===== config.mk =====
export PLATFORM = sky130hd
export DESIGN_NAME = program_fetch_sequencer
export DESIGN_NICKNAME = d
export VERILOG_FILES = /design/src/rtl/program_fetch_sequencer.sv
export SDC_FILE = /design/constraint.sdc
export NUM_CORES = 1
export LEC_CHECK = 0
export BUFFER_PORTS_ARGS = -buffer_cell sky130_fd_sc_hd__buf_4
export CORE_ASPECT_RATIO = 1.25
export CORE_MARGIN = 5
export CORE_UTILIZATION = 45
export DETAILED_ROUTE_END_ITERATION = 8
export PLACE_DENSITY = 0.79
export SLEW_MARGIN = 20
export SYNTH_ARGS = -nofsm -noshare
export SYNTH_HDL_FRONTEND = slang
export SYNTH_SLANG_ARGS = --single-unit

===== constraint.sdc =====
create_clock -name clk -period 1.99 [get_ports clk]
set_input_delay 0.597 -clock clk [delete_from_list [all_inputs] [get_ports clk]]
set_output_delay 0.597 -clock clk [all_outputs]
set_load 0.01 [all_outputs]

===== src/rtl/program_fetch_sequencer.sv =====
// Purpose: owns the PC, drives the async-read program ROM address and registers each fetched word into a one-entry output slot.
// Latency: start -> first word valid after 2 edges; one word per cycle while decode keeps instr_ready high.
// Backpressure: slot holds (PC frozen) while instr_valid && !instr_ready; a redirect flushes the slot and costs one bubble.
//
// Ports:
//   clk, reset (async active-low)      - clock and reset
//   start                              - one-cycle pulse, (re)starts fetching at RESET_PC from IDLE/FAULT
//   redirect_valid / redirect_target   - branch/jump: load PC, flush slot (FETCH only)
//   rom_address / rom_instruction      - ROM byte address (= PC register) and same-cycle read data
//   instr_valid / instr_ready          - output slot handshake toward decode
//   instr_out / instr_pc               - slot contents: fetched word and its byte address
//   fault / fault_pc                   - sticky illegal-fetch flag and offending PC
//   instr_count                        - number of completed handshakes (wraps)
module program_fetch_sequencer #(
    parameter int                    DATA_WIDTH   = 32,
    parameter int                    MEMORY_DEPTH = 32,
    parameter logic [DATA_WIDTH-1:0] RESET_PC     = '0
) (
    input  logic                  clk,
    input  logic                  reset,
    input  logic                  start,
    input  logic                  redirect_valid,
    input  logic [DATA_WIDTH-1:0] redirect_target,
    output logic [DATA_WIDTH-1:0] rom_address,
    input  logic [DATA_WIDTH-1:0] rom_instruction,
    output logic                  instr_valid,
    input  logic                  instr_ready,
    output logic [DATA_WIDTH-1:0] instr_out,
    output logic [DATA_WIDTH-1:0] instr_pc,
    output logic                  fault,
    output logic [DATA_WIDTH-1:0] fault_pc,
    output logic [DATA_WIDTH-1:0] instr_count
);

    typedef enum logic [1:0] {
        IDLE  = 2'd0,
        FETCH = 2'd1,
        FAULT = 2'd2
    } state_t;

    // Word-index limit expressed in the width of PC[DATA_WIDTH-1:2].
    localparam logic [DATA_WIDTH-3:0] DEPTH_LIM = (DATA_WIDTH-2)'(MEMORY_DEPTH);
    localparam logic [DATA_WIDTH-1:0] PC_STEP   = DATA_WIDTH'(4);
    localparam logic [DATA_WIDTH-1:0] CNT_ONE   = DATA_WIDTH'(1);

    state_t                state_q, state_d;
    logic [DATA_WIDTH-1:0] pc_q, pc_d;
    logic                  valid_q, valid_d;
    logic [DATA_WIDTH-1:0] instr_q, instr_d;
    logic [DATA_WIDTH-1:0] ipc_q, ipc_d;
    logic                  fault_q, fault_d;
    logic [DATA_WIDTH-1:0] fault_pc_q, fault_pc_d;
    logic [DATA_WIDTH-1:0] count_q, count_d;

    logic xfer;
    logic slot_free;
    logic pc_illegal;

    assign xfer       = valid_q && instr_ready;
    assign slot_free  = !valid_q || instr_ready;
    assign pc_illegal = (pc_q[1:0] != 2'b00) || (pc_q[DATA_WIDTH-1:2] >= DEPTH_LIM);

    always_comb begin
        state_d    = state_q;
        pc_d       = pc_q;
        valid_d    = valid_q;
        instr_d    = instr_q;
        ipc_d      = ipc_q;
        fault_d    = fault_q;
        fault_pc_d = fault_pc_q;
        // A handshake counts in every state, including the cycle a redirect flushes the slot.
        count_d    = xfer ? count_q + CNT_ONE : count_q;

        case (state_q)
            FETCH: begin
                if (redirect_valid) begin
                    // Target legality is checked when it becomes the capture PC next cycle.
                    pc_d    = redirect_target;
                    valid_d = 1'b0;
                end else if (slot_free) begin
                    if (pc_illegal) begin
                        state_d    = FAULT;
                        fault_d    = 1'b1;
                        fault_pc_d = pc_q;
                        valid_d    = 1'b0;
                    end else begin
                        instr_d = rom_instruction;
                        ipc_d   = pc_q;
                        valid_d = 1'b1;
                        pc_d    = pc_q + PC_STEP;
                    end
                end
            end
            default: begin
                // IDLE and FAULT: only start does anything; redirects are dropped.
                valid_d = 1'b0;
                if (start) begin
                    state_d = FETCH;
                    pc_d    = RESET_PC;
                    count_d = '0;
                    fault_d = 1'b0;
                end
            end
        endcase
    end

    always_ff @(posedge clk or negedge reset) begin
        if (!reset) begin
            state_q    <= IDLE;
            pc_q       <= RESET_PC;
            valid_q    <= 1'b0;
            instr_q    <= '0;
            ipc_q      <= '0;
            fault_q    <= 1'b0;
            fault_pc_q <= '0;
            count_q    <= '0;
        end else begin
            state_q    <= state_d;
            pc_q       <= pc_d;
            valid_q    <= valid_d;
            instr_q    <= instr_d;
            ipc_q      <= ipc_d;
            fault_q    <= fault_d;
            fault_pc_q <= fault_pc_d;
            count_q    <= count_d;
        end
    end

    assign rom_address = pc_q;
    assign instr_valid = valid_q;
    assign instr_out   = instr_q;
    assign instr_pc    = ipc_q;
    assign fault       = fault_q;
    assign fault_pc    = fault_pc_q;
    assign instr_count = count_q;

endmodule


==> flow_summary.toml <==
[placement]
dp_hpwl_mm = 13.6
dp_cells = 964
gp_congestion = 0.861
dpl_cell_area_sq_um = 9070
port_buffers = 230
dp_slack_ns = -0.233

[sta]
rsz0062_at_grt = "true"
whs_ns = 0.112
maxSlewViolCount = 0
finalCriticalPeriod_ns = 2.10
timing.final.crit_share_pct = 105
tightestPinTransition_ns = 0.492
skew_ns = 0.0108
hold_viol = 0
setup_slack_ns = -0.105
fmax_ghz = 0.477
setup_viol = 79
slew_headroom_pct = 67.2

[floorplan]
row_count = 49
ios = 231
fp.dieW_um = 119
initial_utilization_pct = 46.1
fp.dieH_um = 146
fp.dieArea_sq_um = 17400
core_area_sq_um = 14500

[final_layout]
design_area_sq_um = 10500
drive_above_1_share_pct = 52.9
final_nets = 902
instances_no_fill = 1021
diodes = 0
syn_to_final_growth_pct = 56.8

[critical_path]
worst-setup-path-type = "reg2reg"
required_ns = 2.29
critPathLaunchType = "flop"
end_kind = "flop"
crit_fanout = 7
r2r_slack_ns = -0.11
crit_path_start = "rom_address[0]$_DFFE_PN0P_"
r2r-start = "rom_address[0]$_DFFE_PN0P_"
cp-endpoint = "instr_out[27]$_DFFE_PN0P_"
regToRegEndpoint = "instr_out[27]$_DFFE_PN0P_"
ff2ff_path_depth = 7
arrival_ns = 2.39

[status]
status = "finished, violations left"
failed_checks = "setup timing"

[detailed_routing]
final_antenna_net_count = 0
vias = 5546
drt_iter0_drc = 418
finalWirelength_mm = 21.1
drc = 0
dr.pass1.iters = 4
vias_per_cell = 5.43
wire_per_inst_um = 20.6

[synthesis]
syn_area_per_cell_sq_um = 13.0
syn_area_sq_um = 6670
synth_top_area_cell = "dfrtp_1"
yosysWarnings = 0
synth-main-ff-cell = "dfrtp_1"
ys_seq_elements = 163
synthesis.nets = 586
async_flop_share_pct = 100
post-synth-top-area-fraction_pct = 61.1
ys_seq_area_share_pct = 61.1
synthCells = 514
ys_top_cells_by_area = "dfrtp_1 (61%), mux2_1 (6.6%), mux2_2 (4.7%)"
ys_types = 48
synth-edff-count = 0
synthTopCellsByCount = "dfrtp_1 (163), mux2_1 (39), nor2_1 (39), nor2b_1 (29), mux2_2 (28)"
synth_most_common_cell = "dfrtp_1"

[global_route]
first_global_vias = 5826
grt_overflow_total = 0
grt_start_max_net_pins = 50
antenna_found_initial = 0
grt_pass1_wl_mm = 31.9
grtUsageTotal_pct = 23.1

[hold_path]
hp-class = "in2async"

[pwr]
p_leak_nw = 5.45
ir_drop_uv = 1030
power_w = 0.0129
p_per_area_nw_per_um2 = 1240

[clock_tree]
clock_latency_ns = 0.42
cts_max_level = 4
tritoncts = "built"
cts_sinks = 163
cts.clk_slew.worst_paths_ns = 0.06
numCtsBuffers = 17
clockBufferDepth = 2
cts_root_buf = "clkbuf_16"

[flow_run]
cap_violations = 0
[worst min path at each step]
stage | end | slack (ns) | from
final | instr_count[15]$_DFF_PN0_ | 0.11 | reset
after CTS | instr_count[15]$_DFF_PN0_ | 0.12 | reset
after global routing | instr_count[15]$_DFF_PN0_ | 0.14 | reset
after detailed placement | instr_out[19]$_DFFE_PN0P_ | 0.48 | instr_out[19]$_DFFE_PN0P_
after floorplan | fault_pc[0]$_DFFE_PN0P_ | 0.30 | reset
after global placement | instr_out[23]$_DFFE_PN0P_ | 0.47 | instr_out[23]$_DFFE_PN0P_
[kinds of logic (layout without fill, tap and decap cells)]
| group | count (synthesis) | after routing | share of synthesized area [%] |
|---|---|---|---|
| buffers and inverters | 27 | 356 | 2.19 |
| AOI/OAI and AO/OA | 63 | 63 | 6.51 |
| muxes | 69 | 69 | 11.6 |
| DFF | 163 | 163 | 61.1 |
| adders and majority gates | 3 | 3 | 0.563 |
| and+or+nand+nor | 165 | 165 | 14.8 |
| xor gates and xnor gates | 24 | 24 | 3.15 |
[report_power, final]
part	switching [W]	total [W]	internal [W]
registers	0.000517	0.00454	0.00403
logic	0.00226	0.00505	0.00280
clock network	0.00129	0.00333	0.00204
total	0.00407	0.0129	0.00886
[stage by stage]
step                TNS (ns)  utilization (%)
detailed placement    -15.96             62.7
global placement      -10.90             62.7
floorplan              -2.19                -
global route          -13.47             72.3
CTS                    -3.49             69.8
finish                 -5.88             72.3
[area by class of cell]
type / instances / area (sq um)
multi-input cells: 324 / 2810
flip-flops and latches: 163 / 4090
inverters: 6 / 22.5
repair buffers: 318 / 2720
clock buffers: 23 / 468
fillers: 969 / 4010
well taps: 178 / 223
clock inverters: 9 / 129
[critical path: stages (launching register included)]
cell and delay [ns]:
dfrtp_1 0.40, nor4_2 0.29, nand3_1 0.16, buf_6 0.16, nor4_4 0.22, buf_6 0.24, clkbuf_16 0.20, mux2_4 0.30
[registers in the layout, indices dropped and copies added (netlist names)]
signal       flops
fault_pc        32
instr_count     32
instr_out       32
instr_pc        32
rom_address     32
state_q          2
instr_valid      1
[cells in the final DEF (no fill, tap or decap), types with 8 or more instances in the layout]
cell         n
or3_1        8
nor2_1      38
buf_12       8
buf_4      288
nand4_1     12
o21ai_0     13
dfrtp_1    157
nor2b_1     21
xor2_1      20
mux2_4      63
a21oi_1     12
clkbuf_16   22
nand3_1     13
nand2_1     23
buf_6       11
a22o_1      23
[layer usage]
metal / routed length [um] / share of wire (%) / track usage, %
met4: 622 / 3.0 / 8.93
met3: 1360 / 6.5 / 7.04
met5: 0 / 0 / 0
met2: 11100 / 53 / 40.5
met1: 7940 / 38 / 26.3
[what timing repair did]
item	in CTS	in global routing
setup endpoints to repair	104	113
hold buffers	0	0
resized for setup	59	48
cloned	5	6
pin swaps	7	13
buffers inserted	7	7
Note: power is estimated with default switching activity, not from simulation.
